===== config.mk =====
export PLATFORM = sky130hd
export DESIGN_NAME = systolic_feeder_flat
export DESIGN_NICKNAME = d
export VERILOG_FILES = /design/src/rtl/systolic_feeder_if.sv /design/src/rtl/systolic_feeder.sv /design/src/flat_wrapper.sv
export SDC_FILE = /design/constraint.sdc
export NUM_CORES = 1
export LEC_CHECK = 0
export ABC_AREA = 1
export ABC_CLOCK_PERIOD_IN_PS = 7100
export BUFFER_PORTS_ARGS = -buffer_cell sky130_fd_sc_hd__buf_2
export CORE_ASPECT_RATIO = 2
export CORE_UTILIZATION = 60
export CTS_BUF_LIST = sky130_fd_sc_hd__clkbuf_4 sky130_fd_sc_hd__clkbuf_8
export CTS_CLUSTER_DIAMETER = 100
export DETAILED_ROUTE_END_ITERATION = 10
export HOLD_SLACK_MARGIN = 0.02
export PLACE_DENSITY_LB_ADDON = 0.25
export SLEW_MARGIN = 20
export SYNTH_ARGS = -nofsm -noshare
export SYNTH_HDL_FRONTEND = slang
export SYNTH_SLANG_ARGS = --single-unit

===== constraint.sdc =====
create_clock -name clk -period 7.1 [get_ports clk]
set_input_delay 0.71 -clock clk [delete_from_list [all_inputs] [get_ports clk]]
set_output_delay 0.71 -clock clk [all_outputs]
set_load 0.02 [all_outputs]

===== src/rtl/systolic_feeder_if.sv =====
// Upstream valid/ready stream into the systolic feeder: one A column and one B row per beat.
interface systolic_feeder_if #(
  parameter int unsigned DW   = 8,
  parameter int unsigned SIZE = 4
);
  logic                 s_valid;
  logic                 s_ready;
  logic [SIZE*DW-1:0]   s_a_col;
  logic [SIZE*DW-1:0]   s_b_row;

  modport master (
    output s_valid,
    output s_a_col,
    output s_b_row,
    input  s_ready
  );

  modport slave (
    input  s_valid,
    input  s_a_col,
    input  s_b_row,
    output s_ready
  );
endinterface


===== src/rtl/systolic_feeder.sv =====
// Buffers a SIZE x SIZE A/B job, replays it onto the array edges with diagonal skew,
// then drains accumulated C rows out of the array bottom.
module systolic_feeder #(
  parameter int unsigned DW   = 8,
  parameter int unsigned SIZE = 4
) (
  input  logic                      clk,
  input  logic                      rstn,
  systolic_feeder_if.slave          s_if,
  output logic [SIZE*DW-1:0]        a_edge_o,
  output logic [SIZE*DW-1:0]        b_edge_o,
  output logic                      output_sign_o,
  output logic                      drain_valid_o,
  output logic [$clog2(SIZE)-1:0]   drain_row_o,
  output logic                      busy_o,
  output logic                      done_o
);

  localparam int unsigned BeatW = $clog2(SIZE + 1);
  localparam int unsigned StepW = $clog2(3 * SIZE);
  localparam int unsigned RowW  = $clog2(SIZE);
  localparam int unsigned VecW  = SIZE * DW;

  localparam logic [BeatW-1:0] BeatLast  = BeatW'(SIZE - 1);
  localparam logic [StepW-1:0] FeedLast  = StepW'(3 * SIZE - 3);
  localparam logic [StepW-1:0] DrainLast = StepW'(SIZE - 1);

  typedef enum logic [1:0] {StLoad, StFeed, StDrain} state_e;

  state_e           state_q, state_d;
  logic [BeatW-1:0] beat_q, beat_d;
  logic [StepW-1:0] step_q, step_d;
  logic             accept;

  logic [VecW-1:0]  a_buf_q [SIZE];
  logic [VecW-1:0]  b_buf_q [SIZE];

  logic             s_ready_q, s_ready_d;
  logic [VecW-1:0]  a_edge_q, a_edge_d;
  logic [VecW-1:0]  b_edge_q, b_edge_d;
  logic             output_sign_q, output_sign_d;
  logic             drain_valid_q, drain_valid_d;
  logic [RowW-1:0]  drain_row_q, drain_row_d;
  logic             busy_q, busy_d;
  logic             done_q, done_d;

  // s_ready_q is high exactly while state_q is StLoad.
  assign accept = s_if.s_valid && s_ready_q;

  always_ff @(posedge clk) begin
    if (!rstn) begin
      state_q <= StLoad;
      beat_q  <= '0;
      step_q  <= '0;
    end else begin
      state_q <= state_d;
      beat_q  <= beat_d;
      step_q  <= step_d;
    end
  end

  always_comb begin
    state_d = state_q;
    unique case (state_q)
      StLoad:  if (accept && (beat_q == BeatLast)) state_d = StFeed;
      StFeed:  if (step_q == FeedLast)             state_d = StDrain;
      StDrain: if (step_q == DrainLast)            state_d = StLoad;
      default:                                     state_d = StLoad;
    endcase

    beat_d = beat_q;
    step_d = step_q;
    if (state_d != state_q) begin
      beat_d = '0;
      step_d = '0;
    end else if (state_q == StLoad) begin
      if (accept) beat_d = beat_q + 1'b1;
    end else begin
      step_d = step_q + 1'b1;
    end
  end

  // Outputs are precomputed from the next state/step so the registered edges show step t
  // during FEED cycle t.
  always_comb begin
    s_ready_d     = (state_d == StLoad);
    busy_d        = (state_d != StLoad);
    output_sign_d = (state_d == StDrain);
    drain_valid_d = (state_d == StDrain);
    drain_row_d   = '0;
    done_d        = (state_q == StDrain) && (state_d == StLoad);
    a_edge_d      = '0;
    b_edge_d      = '0;

    if (state_d == StDrain) begin
      drain_row_d = RowW'(SIZE - 1) - step_d[RowW-1:0];
    end

    if (state_d == StFeed) begin
      for (int i = 0; i < int'(SIZE); i++) begin
        if ((int'(step_d) >= i) && (int'(step_d) < i + int'(SIZE))) begin
          a_edge_d[i*DW +: DW] = a_buf_q[RowW'(int'(step_d) - i)][i*DW +: DW];
          b_edge_d[i*DW +: DW] = b_buf_q[RowW'(int'(step_d) - i)][i*DW +: DW];
        end
      end
    end
  end

  always_ff @(posedge clk) begin
    if (!rstn) begin
      s_ready_q     <= 1'b1;
      a_edge_q      <= '0;
      b_edge_q      <= '0;
      output_sign_q <= 1'b0;
      drain_valid_q <= 1'b0;
      drain_row_q   <= '0;
      busy_q        <= 1'b0;
      done_q        <= 1'b0;
    end else begin
      s_ready_q     <= s_ready_d;
      a_edge_q      <= a_edge_d;
      b_edge_q      <= b_edge_d;
      output_sign_q <= output_sign_d;
      drain_valid_q <= drain_valid_d;
      drain_row_q   <= drain_row_d;
      busy_q        <= busy_d;
      done_q        <= done_d;
    end
  end

  // Buffer contents are don't-care after reset; the beat counter alone tracks validity.
  always_ff @(posedge clk) begin
    if (accept) begin
      a_buf_q[beat_q[RowW-1:0]] <= s_if.s_a_col;
      b_buf_q[beat_q[RowW-1:0]] <= s_if.s_b_row;
    end
  end

  assign s_if.s_ready  = s_ready_q;
  assign a_edge_o      = a_edge_q;
  assign b_edge_o      = b_edge_q;
  assign output_sign_o = output_sign_q;
  assign drain_valid_o = drain_valid_q;
  assign drain_row_o   = drain_row_q;
  assign busy_o        = busy_q;
  assign done_o        = done_q;

endmodule


===== src/flat_wrapper.sv =====
// flat-port wrapper written by rule: the top's interface ports become plain ports
module systolic_feeder_flat 
#(
  parameter int unsigned DW   = 8,
  parameter int unsigned SIZE = 4
)
  (clk, rstn, a_edge_o, b_edge_o, output_sign_o, drain_valid_o, drain_row_o, busy_o, done_o, s_if_s_valid, s_if_s_a_col, s_if_s_b_row, s_if_s_ready);
  systolic_feeder_if #(.DW(DW), .SIZE(SIZE)) s_if_i ();
  input  logic clk;
  input  logic rstn;
  output logic [SIZE*DW-1:0] a_edge_o;
  output logic [SIZE*DW-1:0] b_edge_o;
  output logic output_sign_o;
  output logic drain_valid_o;
  output logic [$clog2(SIZE)-1:0] drain_row_o;
  output logic busy_o;
  output logic done_o;
  input wire logic [$bits(s_if_i.s_valid)-1:0] s_if_s_valid;
  input wire logic [$bits(s_if_i.s_a_col)-1:0] s_if_s_a_col;
  input wire logic [$bits(s_if_i.s_b_row)-1:0] s_if_s_b_row;
  output wire logic [$bits(s_if_i.s_ready)-1:0] s_if_s_ready;
  assign s_if_i.s_valid = s_if_s_valid;
  assign s_if_i.s_a_col = s_if_s_a_col;
  assign s_if_i.s_b_row = s_if_s_b_row;
  assign s_if_s_ready = s_if_i.s_ready;
  systolic_feeder #(.DW(DW), .SIZE(SIZE)) u_core (.clk(clk), .rstn(rstn), .s_if(s_if_i), .a_edge_o(a_edge_o), .b_edge_o(b_edge_o), .output_sign_o(output_sign_o), .drain_valid_o(drain_valid_o), .drain_row_o(drain_row_o), .busy_o(busy_o), .done_o(done_o));
endmodule

Word level (Yosys, flattened, before mapping). Memory sizes are Yosys's and may differ from the RTL's. A register that Yosys moved wholly into a read port is not among the register bits. Cells that the tools add are included.

Register bits after elaboration: 15. Bits in writable memories: 256. Memories: 2.

Memories: u_core.a_buf_q (words 4, bits a word 32, read ports 4, clocked after Yosys merged registers in 4, wr ports 1, RTL line systolic_feeder.sv:35) `logic [VecW-1:0] a_buf_q [SIZE];`; u_core.b_buf_q (words 4, bits a word 32, read ports 4, clocked after Yosys merged registers in 4, wr ports 1, RTL line systolic_feeder.sv:36) `logic [VecW-1:0] b_buf_q [SIZE];`.

$add $sub $neg: 6. Order comparisons: 7. Equal/unequal tests: 8. Mux-type cells: 8. Bitwise logic cells: 1. Reduce and logical (&&, ||, !) cells: 24.

Operator list (number): $lt A4 B3 Y1 const B (4); $reduce_and A3 Y1 (4); $ge A4 B2 Y1 const B (2); $logic_not A1 Y1 (8); $mux W4 (2); $logic_and A1 B1 Y1 (6); $mux W2 (3); $pmux W2 S3 (1); $add A4 B1 Y4 const B (1); $eq A2 B1 Y1 const B (2); $eq A2 B2 Y1 const B (2); $eq A4 B2 Y1 const B (1); $eq A4 B4 Y1 const B (1); $ge A4 B1 Y1 const B (1); $logic_not A2 Y1 (2); $reduce_and A2 Y1 (2); $sub A2 B2 Y2 const B (2); $add A3 B1 Y3 const B (1); $eq A3 B2 Y1 const B (1); $mux W1 (2); $ne A2 B2 Y1 (1); $reduce_bool A2 Y1 (1); $reduce_or A2 Y1 (1); $sub A2 B1 Y2 const B (1); other kinds (2) (2).

Logic depth before layout (Yosys ltp). Gate-level depths: netlist of run 1.

Depth after elaboration: 10. Depth in mapped cells: 19.

Worst setup path after synthesis of run 1. No wires, ideal clock.

Path type: in2reg. From: input s_if_s_valid. To: memory u_core.a_buf_q[0][0] (netlist bit), enable pin. Data arrival time: 3.504 ns. Required time: 6.614 ns. Slack: 3.109 ns. Stages: 2. Buffers on the path: 0. Path through: nand2_1 > nor2_1.

Word-level cells in the longest chain between the ends: 3.

RTL lines: from (decl) (RTL line flat_wrapper.sv:18) `input wire logic [$bits(s_if_i.s_valid)-1:0] s_if_s_valid;`; $logic_and A1 B1 Y1 (RTL line systolic_feeder.sv:48) `assign accept = s_if.s_valid && s_ready_q;`; $mux W1 (RTL line systolic_feeder.sv:133) `if (accept) begin`; $mux W1 (implied by the code) (RTL line systolic_feeder.sv:134) `a_buf_q[beat_q[RowW-1:0]] <= s_if.s_a_col;`; to (decl) (RTL line systolic_feeder.sv:35).

Every way passes these cells.

Final worst setup path of run 1.
From: register u_core.beat_q[0]. To: register u_core.b_edge_q[27], in the netlist u_core.b_edge_o[27], read port of u_core.b_buf_q.

Word-level cells in the longest chain between the ends: 10. Elaborated cells on any way between the ends: 13. Classes of those cells: add/sub: 1; order compare: 2; eq/ne: 3; mux: 3; reduce/logical: 4.

RTL lines: from (decl) (RTL line systolic_feeder.sv:31) `logic [BeatW-1:0] beat_q, beat_d;`; from (signal assigned) (RTL line systolic_feeder.sv:57) `beat_q <= beat_d;`; $eq A3 B2 Y1 (*) (RTL line systolic_feeder.sv:65) `StLoad: if (accept && (beat_q == BeatLast)) state_d = StFeed;`; $logic_and A1 B1 Y1 (*) (RTL line systolic_feeder.sv:65); $mux W2 (*) (RTL line systolic_feeder.sv:65); $pmux W2 S3 (*) (RTL line systolic_feeder.sv:64) `unique case (state_q)`; $ne A2 B2 Y1 (*) (RTL line systolic_feeder.sv:73) `if (state_d != state_q) begin`; $mux W4 (*) (RTL line systolic_feeder.sv:73); named net u_core.step_d[1] (RTL line systolic_feeder.sv:32) `logic [StepW-1:0] step_q, step_d;`; $ge A4 B2 Y1 or $lt A4 B3 Y1 (tied branches) (RTL line systolic_feeder.sv:101) `if ((int'(step_d) >= i) && (int'(step_d) < i + int'(SIZE))) begin`; $logic_and A1 B1 Y1 (RTL line systolic_feeder.sv:101); $reduce_and A3 Y1 (no source line); $logic_not A1 Y1 (no source line); to (decl) (RTL line systolic_feeder.sv:40) `logic [VecW-1:0] b_edge_q, b_edge_d;`.

Mark *: on every way through the listed nets, which the timed path passes. The rest lies on a longest branch. A chain may end at the register's enable or synchronous reset.

==> impl_metrics.env, run 1 <==
export IMPL_cap_violations=0
export IMPL_yosys_cell_count_top_type="inv_1"
export IMPL_synth_top_cell_area_share_pct=57.6
export IMPL_syn_inst=1257
export IMPL_grt_pass1_vias=9114
export IMPL_cts_hold_buf=0
export IMPL_fin_nets=1465
export IMPL_layoutNonFillerInstCount=1696
export IMPL_portBuffers=137
export IMPL_start_util_pct=61.6
export IMPL_die_w_um=107
export IMPL_yosysSeqAreaShare_pct=69.4
export IMPL_gp_congestion=0.786
export IMPL_avgSynthCellArea_um2=10.6
export IMPL_r2r_start="u_core.beat_q[0]"
export IMPL_grt_usage_pct=25.2
export IMPL_cts_setup_buffers=0
export IMPL_rsz0062_at_grt="no"
export IMPL_grt_max_degree=85
export IMPL_fillCellCount=1560
export IMPL_synth_edf_count=256
export IMPL_period_needed_ps=3790
export IMPL_p_leak_uw=0.00705
export IMPL_status="complete, no violations"
export IMPL_min_from="s_if_s_b_row[4]"
export IMPL_seq_area_um2=9270
export IMPL_ant_nets=0
export IMPL_multi_input_comb_area_um2=2830
export IMPL_synth_cell_area_um2=13400
export IMPL_cts_sinks=335
export IMPL_ys_top_cells_by_count="inv_1 (265), edfxtp_1 (256), nand2_1 (211)"
export IMPL_dp_hpwl_mm=16.2
export IMPL_cts_tree="built"
export IMPL_placed_cells=1614
export IMPL_synth_async_reset_ratio_pct=0
export IMPL_reg2regPathDepth=15
export IMPL_clk_pin_slew_ps=70
export IMPL_clk_latency_ps=540
export IMPL_slew_headroom_pct=30.1
export IMPL_cts_max_path_buffers=3
export IMPL_synth_seq_cells=335
export IMPL_setup_violations=0
export IMPL_yosys_top_cells_area="edfxtp_1 (58%), dfxtp_1 (12%), inv_1 (7.4%)"
export IMPL_yosys_area_share_xor_xnor_pct=0.0656
export IMPL_p_per_area_nw_per_um2=254
export IMPL_cts_root_buf="clkbuf_8"
export IMPL_htreeDepth=2
export IMPL_yosys_area_top_type="edfxtp_1"
export IMPL_cts_resized=0
export IMPL_fin_worst_skew_ps=14.2
export IMPL_criticalPathCategory="register to register"
export IMPL_r2r_end="u_core.b_edge_o[27]"
export IMPL_routedWlPerCell_um=16.3
export IMPL_rows=76
export IMPL_crit_end="u_core.b_edge_o[27]"
export IMPL_r2r_slack_ps=3310
export IMPL_yosys_area_share_adder_pct=1.03
export IMPL_wirelength_mm=27.7
export IMPL_synth_top_family_by_area="simple AND/OR/NAND/NOR gates"
export IMPL_vias_per_cell=5.33
export IMPL_antenna_found_initial=3
export IMPL_synth_compound_area_share_pct=2.10
export IMPL_ir_worst_vdd_uv=204
export IMPL_yosys_area_share_simple_pct=17.6
export IMPL_finalCritPeriodShare_pct=53.4
export IMPL_path_max_fanout=70
export IMPL_die_h_um=213
export IMPL_syn_num_nets=1335
export IMPL_vias=9033
export IMPL_crit_start="u_core.beat_q[0]"
export IMPL_tns_ps=0
export IMPL_min_path_type="primary input to register"
export IMPL_end_kind="register"
export IMPL_drc=0
export IMPL_final_layout_size_suffix_gt1_share_pct=16.9
export IMPL_synth_cell_types=24
export IMPL_muxShareOfSynthArea_pct=0
export IMPL_fin_util_pct=70.1
export IMPL_grt_ovfl_total=0
export IMPL_grt_pass1_wl_mm=44.0
export IMPL_worst_pin_slew_ps=1050
export IMPL_core_area_um2=21700
export IMPL_hold_violations=0
export IMPL_cp_data_arrival_time_ps=4270
export IMPL_yosys_warnings=0
export IMPL_setup_slack_ps=3310
export IMPL_dr_pass1_iters=7
export IMPL_dieArea_um2=22900
export IMPL_required_ps=7590
export IMPL_drtIter0Drc=630
export IMPL_ys_flop_type="edfxtp_1"
export IMPL_area_delta_synth_final_pct=13.8
export IMPL_cts_buffers=44
export IMPL_worst_setup_path_start_kind="register"
export IMPL_place_ws_ps=2790
export IMPL_slew_viol_final=0
export IMPL_ios=138
export IMPL_timing_fmax_mhz=264
## through the flow
stage / power (uW) / cell area (um^2) / hold WS (ps)
after floorplan: 2370 / 13400 / 441
after global placement: 2440 / 14200 / 451
after detailed placement: 2440 / 14300 / 456
after CTS: 3890 / 15200 / 338
after global routing: 4000 / 15200 / 345
final: 3860 / 15200 / 377
## worst max-delay path: stages (launching register included)
cell and delay (ps):
dfxtp_1 420, ha_1 200, ha_1 150, nand3_1 90
nand2_1 120, clkinv_2 380, nand3_2 160, buf_4 610
inv_1 170, ha_1 340, inv_1 380, buf_4 370
nand3_1 120, nand2_1 80, nand2_1 60, inv_1 90
## area by class of cell
type                       instances  area share, %
timing repair buffer             151           5.42
sequential                       335           61.0
clock buffer                      70           5.60
antenna                            2         0.0329
inverter                         267           6.60
multi-input combinational        588           18.6
tap                              273           2.25
clock inverter                    10          0.453
## kinds of logic (layout without fill, tap and decap cells)
group,count (synthesis),in the layout
simple gates,520,520
flops,335,335
buf+inv,334,498
compound gates,56,56
fa+ha+maj,11,11
xor+xnor,1,1
other cells,0,2
## worst min-delay path by stage
stage                      endpoint  slack (ps)  depth (start not counted)
2_1_floorplan      u_core.beat_q[2]         440                          2
3_3_place_gp       u_core.beat_q[2]         450                          2
3_5_place_dp       u_core.beat_q[2]         460                          2
4_1_cts        u_core.b_buf_q[2][4]         340                          1
5_1_grt        u_core.b_buf_q[3][4]         340                          1
6_report       u_core.b_buf_q[2][4]         380                          1
## placed cells by master, fill, tap and decap left out, types with 27 or more instances in the layout
cell type	netlist	layout
o21ai_0	27	27
buf_2	32	137
nor2_1	99	94
inv_1	265	265
clkbuf_8	0	52
nand2_1	211	211
nand4_1	96	96
dfxtp_1	79	79
edfxtp_1	256	256
nand3_1	104	104
## report_power, final
| group | switching, uW | internal, uW | total (uW) | leakage, uW |
|---|---|---|---|---|
| combinational | 140 | 56.6 | 197 | 0.00357 |
| sequential | 16.9 | 2190 | 2210 | 0.00299 |
| clock | 661 | 796 | 1460 | 0.000494 |
| total | 818 | 3040 | 3860 | 0.00705 |
## metal layers
| layer | share of wire (%) | vias to the layer above | track usage, % |
|---|---|---|---|
| met3 | 5.5 | 65 | 4.43 |
| met2 | 54 | 294 | 46.2 |
| met5 | 0.047 | - | 0 |
| li1 | - | 4368 | - |
| met4 | 3.3 | 2 | 13.6 |
| met1 | 37 | 4304 | 27.0 |
## state kept, by name, summed over array words and instances (netlist names)
signal / count
u_core.a_edge_o: 32
u_core.state_q: 2
u_core.step_q: 4
u_core.b_buf_q: 128
u_core.b_edge_o: 32
u_core.busy_o: 1
u_core.s_if.s_ready: 1
u_core.drain_row_o: 2
u_core.output_sign_o: 1
u_core.done_o: 1
u_core.beat_q: 3
u_core.a_buf_q: 128
Power figures use the tool's default switching activity.
==> inputs of run 2 (changes only) <==
--- a/config.mk
+++ b/config.mk
@@ -5,8 +5,8 @@
 export SDC_FILE = /design/constraint.sdc
 export NUM_CORES = 1
 export LEC_CHECK = 0
-export ABC_AREA = 1
-export ABC_CLOCK_PERIOD_IN_PS = 7100
+export ABC_AREA = 0
+export ABC_CLOCK_PERIOD_IN_PS = 3800
 export BUFFER_PORTS_ARGS = -buffer_cell sky130_fd_sc_hd__buf_2
 export CORE_ASPECT_RATIO = 2
 export CORE_UTILIZATION = 60
==> constraint.sdc (replaced) <==
create_clock -name clk -period 3.8 [get_ports clk]
set_input_delay 0.38 -clock clk [delete_from_list [all_inputs] [get_ports clk]]
set_output_delay 0.38 -clock clk [all_outputs]
set_load 0.02 [all_outputs]
==> run 2 against run 1 <==
  * Non-clock buffer count rose by 12
  * Sequential share of layout area grew 5.5 points
  * Maximum frequency grew 3.8%
  * First-iteration DRC count decreased by 52%
  * Worst hold slack got worse by 320 ps
  * Critical path depth down 7
  * Clock power rose by 83%
  * Core utilization increased by 1.6 points
  * Cell count fell by 31%
  * Synthesized cell count fell by 44%
  * Sequential power grew 88%
  * Die area fell by 10%
  * Critical path type unchanged
  * Highest routed layer is now met4
==> impl_metrics.env, run 2 <==
export IMPL_vias_per_cell=5.59
export IMPL_area_delta_synth_final_pct=16.6
export IMPL_rows=72
export IMPL_worst_setup_path_start_kind="register"
export IMPL_die_h_um=202
export IMPL_max_stage_delay_ps=590
export IMPL_grt_pass1_vias=7141
export IMPL_synth_edf_count=256
export IMPL_criticalPathCategory="register to register"
export IMPL_cts_resized=0
export IMPL_hold_violations=0
export IMPL_yosys_top_cells_area="edfxtp_1 (64%), dfxtp_1 (13%), mux4_2 (5.8%)"
export IMPL_drtIter0Drc=303
export IMPL_crit_chain="ha_1 > or3b_1 > a32o_1 > and3_2 > inv_2 > nand2_2 > o22a_1 > and3_1"
export IMPL_rsz0062_at_grt="no"
export IMPL_critPathSlowestCell="dfxtp_1"
export IMPL_dieArea_um2=20500
export IMPL_period_needed_ps=3650
export IMPL_cap_violations=0
export IMPL_cts_buffers=43
export IMPL_syn_inst=704
export IMPL_portBuffers=137
export IMPL_status="complete, no violations"
export IMPL_timing_fmax_mhz=274
export IMPL_start_util_pct=61.5
export IMPL_end_kind="register"
export IMPL_cts_root_buf="clkbuf_8"
export IMPL_stdcell_area_um2=13900
export IMPL_ys_flop_type="edfxtp_1"
export IMPL_grt_usage_pct=24.4
export IMPL_p_per_area_nw_per_um2=514
export IMPL_gp_congestion=0.880
export IMPL_mostFrequentLayoutCells="edfxtp_1 (256), buf_2 (137), dfxtp_1 (79), nand2_1 (75), clkbuf_8 (48)"
export IMPL_ir_worst_vdd_uv=411
export IMPL_routedWlPerCell_um=20.2
export IMPL_grt_max_degree=65
export IMPL_clk_pin_slew_ps=70
export IMPL_grt_ovfl_total=0
export IMPL_setup_violations=0
export IMPL_p_leak_uw=0.00527
export IMPL_slew_headroom_pct=29.5
export IMPL_yosys_warnings=0
export IMPL_dr_pass1_iters=5
export IMPL_synth_seq_cells=335
export IMPL_drc=0
export IMPL_ant_nets=0
export IMPL_synth_cell_area_um2=12000
export IMPL_yosysSeqAreaShare_pct=77.5
export IMPL_syn_num_nets=782
export IMPL_path_max_fanout=32
export IMPL_tns_ps=0
export IMPL_synth_async_reset_ratio_pct=0
export IMPL_ios=138
export IMPL_worst_pin_slew_ps=1060
export IMPL_avgSynthCellArea_um2=17.0
export IMPL_vias=6554
export IMPL_cts_sinks=335
export IMPL_fin_worst_skew_ps=24.0
export IMPL_place_area_um2=12900
export IMPL_ys_top_cells_by_count="edfxtp_1 (256), dfxtp_1 (79), nand2_1 (75)"
export IMPL_synth_cell_types=48
export IMPL_fin_nets=956
export IMPL_grt_pass1_wl_mm=36.8
export IMPL_wirelength_mm=23.6
export IMPL_yosys_area_top_type="edfxtp_1"
export IMPL_die_w_um=102
export IMPL_clk_latency_ps=550
export IMPL_antenna_found_initial=1
export IMPL_synth_top_cell_area_share_pct=64.2
export IMPL_required_ps=4230
export IMPL_finalCritPeriodShare_pct=96.0
export IMPL_cp_data_arrival_time_ps=4080
export IMPL_layout_commonest_cell="edfxtp_1"
export IMPL_slew_viol_final=0
export IMPL_yosys_cell_count_top_type="edfxtp_1"
export IMPL_min_path_type="primary input to register"
export IMPL_dp_hpwl_mm=14.2
export IMPL_cts_tree="built"
export IMPL_htreeDepth=2
export IMPL_cts_max_path_buffers=3
export IMPL_core_area_um2=19500
export IMPL_final_layout_size_suffix_gt1_share_pct=28.8
-- run 2: cell types whose count changed in the layout (fill, tap and decap cells not counted), moves of 16 or more --
cell / change
nand2_1: -136
nand4_1: -94
mux4_2: +31
o21ai_0: -25
nand3_1: -80
o22ai_1: +19
o22a_1: +16
nor2_1: -81
and3_1: +34
dlygate4sd3_1: +18
a21oi_1: -20
inv_1: -254
and2_1: +33
-- run 2: kinds of logic after synthesis --
| logic type | Yosys count | share of synthesized area, % |
|---|---|---|
| multiplexers | 34 | 6.22 |
| XOR/XNOR | 5 | 0.366 |
| buffers and inverters | 49 | 2.16 |
| adder cells (fa/ha/maj) | 11 | 1.15 |
| AO/OA/AOI/OAI | 52 | 3.33 |
| AND/OR/NAND/NOR | 218 | 9.31 |
| flip-flops | 335 | 77.5 |
-- run 2: layer usage --
metal	wire length (um)	vias to the layer above	global-route usage [%]
li1	-	3026	-
met1	8010	3200	25.1
met2	13500	255	45.4
met3	1160	73	4.10
met4	1000	0	12.8
met5	0	-	0
-- run 2: layout make-up --
cell class / count / area, um^2
Multi-Input combinational cell: 320 / 2460
Clock inverter: 19 / 141
Timing Repair Buffer: 163 / 926
Antenna cell: 1 / 2.50
Inverter: 15 / 61.3
Clock buffer: 61 / 758
Fill cell: 1308 / 5510
Sequential cell: 335 / 9270
Tap cell: 259 / 324
-- run 2: per-stage QoR --
step	total power [uW]	setup WS (ps)	hold WS [ps]	utilization, %	instances
2_1_floorplan	4420	690	478	-	704
3_3_place_gp	4540	386	486	66.1	1074
3_5_place_dp	4570	176	495	66.1	1074
4_1_cts	7230	170	20.1	71.7	1172
5_1_grt	7390	1.29	34.4	71.7	1173
6_report	7170	152	53.6	71.7	1173
-- run 2: power by group --
part           total, uW  leakage (uW)  internal [uW]  switching [uW]
Combinational        354       0.00182            136             218
Clock               2670      0.000469           1430            1240
Sequential          4150       0.00299           4110            39.4
-- run 2: final timing paths --
kind	start	to	slack (ps)	cells past startpoint
setup / recovery	u_core.step_q[0]	u_core.b_edge_o[16]	150	8
hold / removal	s_if_s_b_row[26]	u_core.b_buf_q[2][26]	50	1
setup reg to reg	u_core.step_q[0]	u_core.b_edge_o[16]	150	8
hold reg to reg	u_core.beat_q[2]	u_core.beat_q[2]	500	2
-- run 2: what timing repair did --
item                                   CTS  global route
hold buffers                            18             0
setup buffers                            0             0
endpoints found under the hold margin   60             0
-- run 2: critical path: cells and delay by family, from the launching register on --
kind	cells	cell delay [ps]
AO/OA/AOI/OAI	2	650
adder cells (fa/ha/maj)	1	370
buffers and inverters	1	420
flip-flops	1	590
AND/OR/NAND/NOR	4	1490
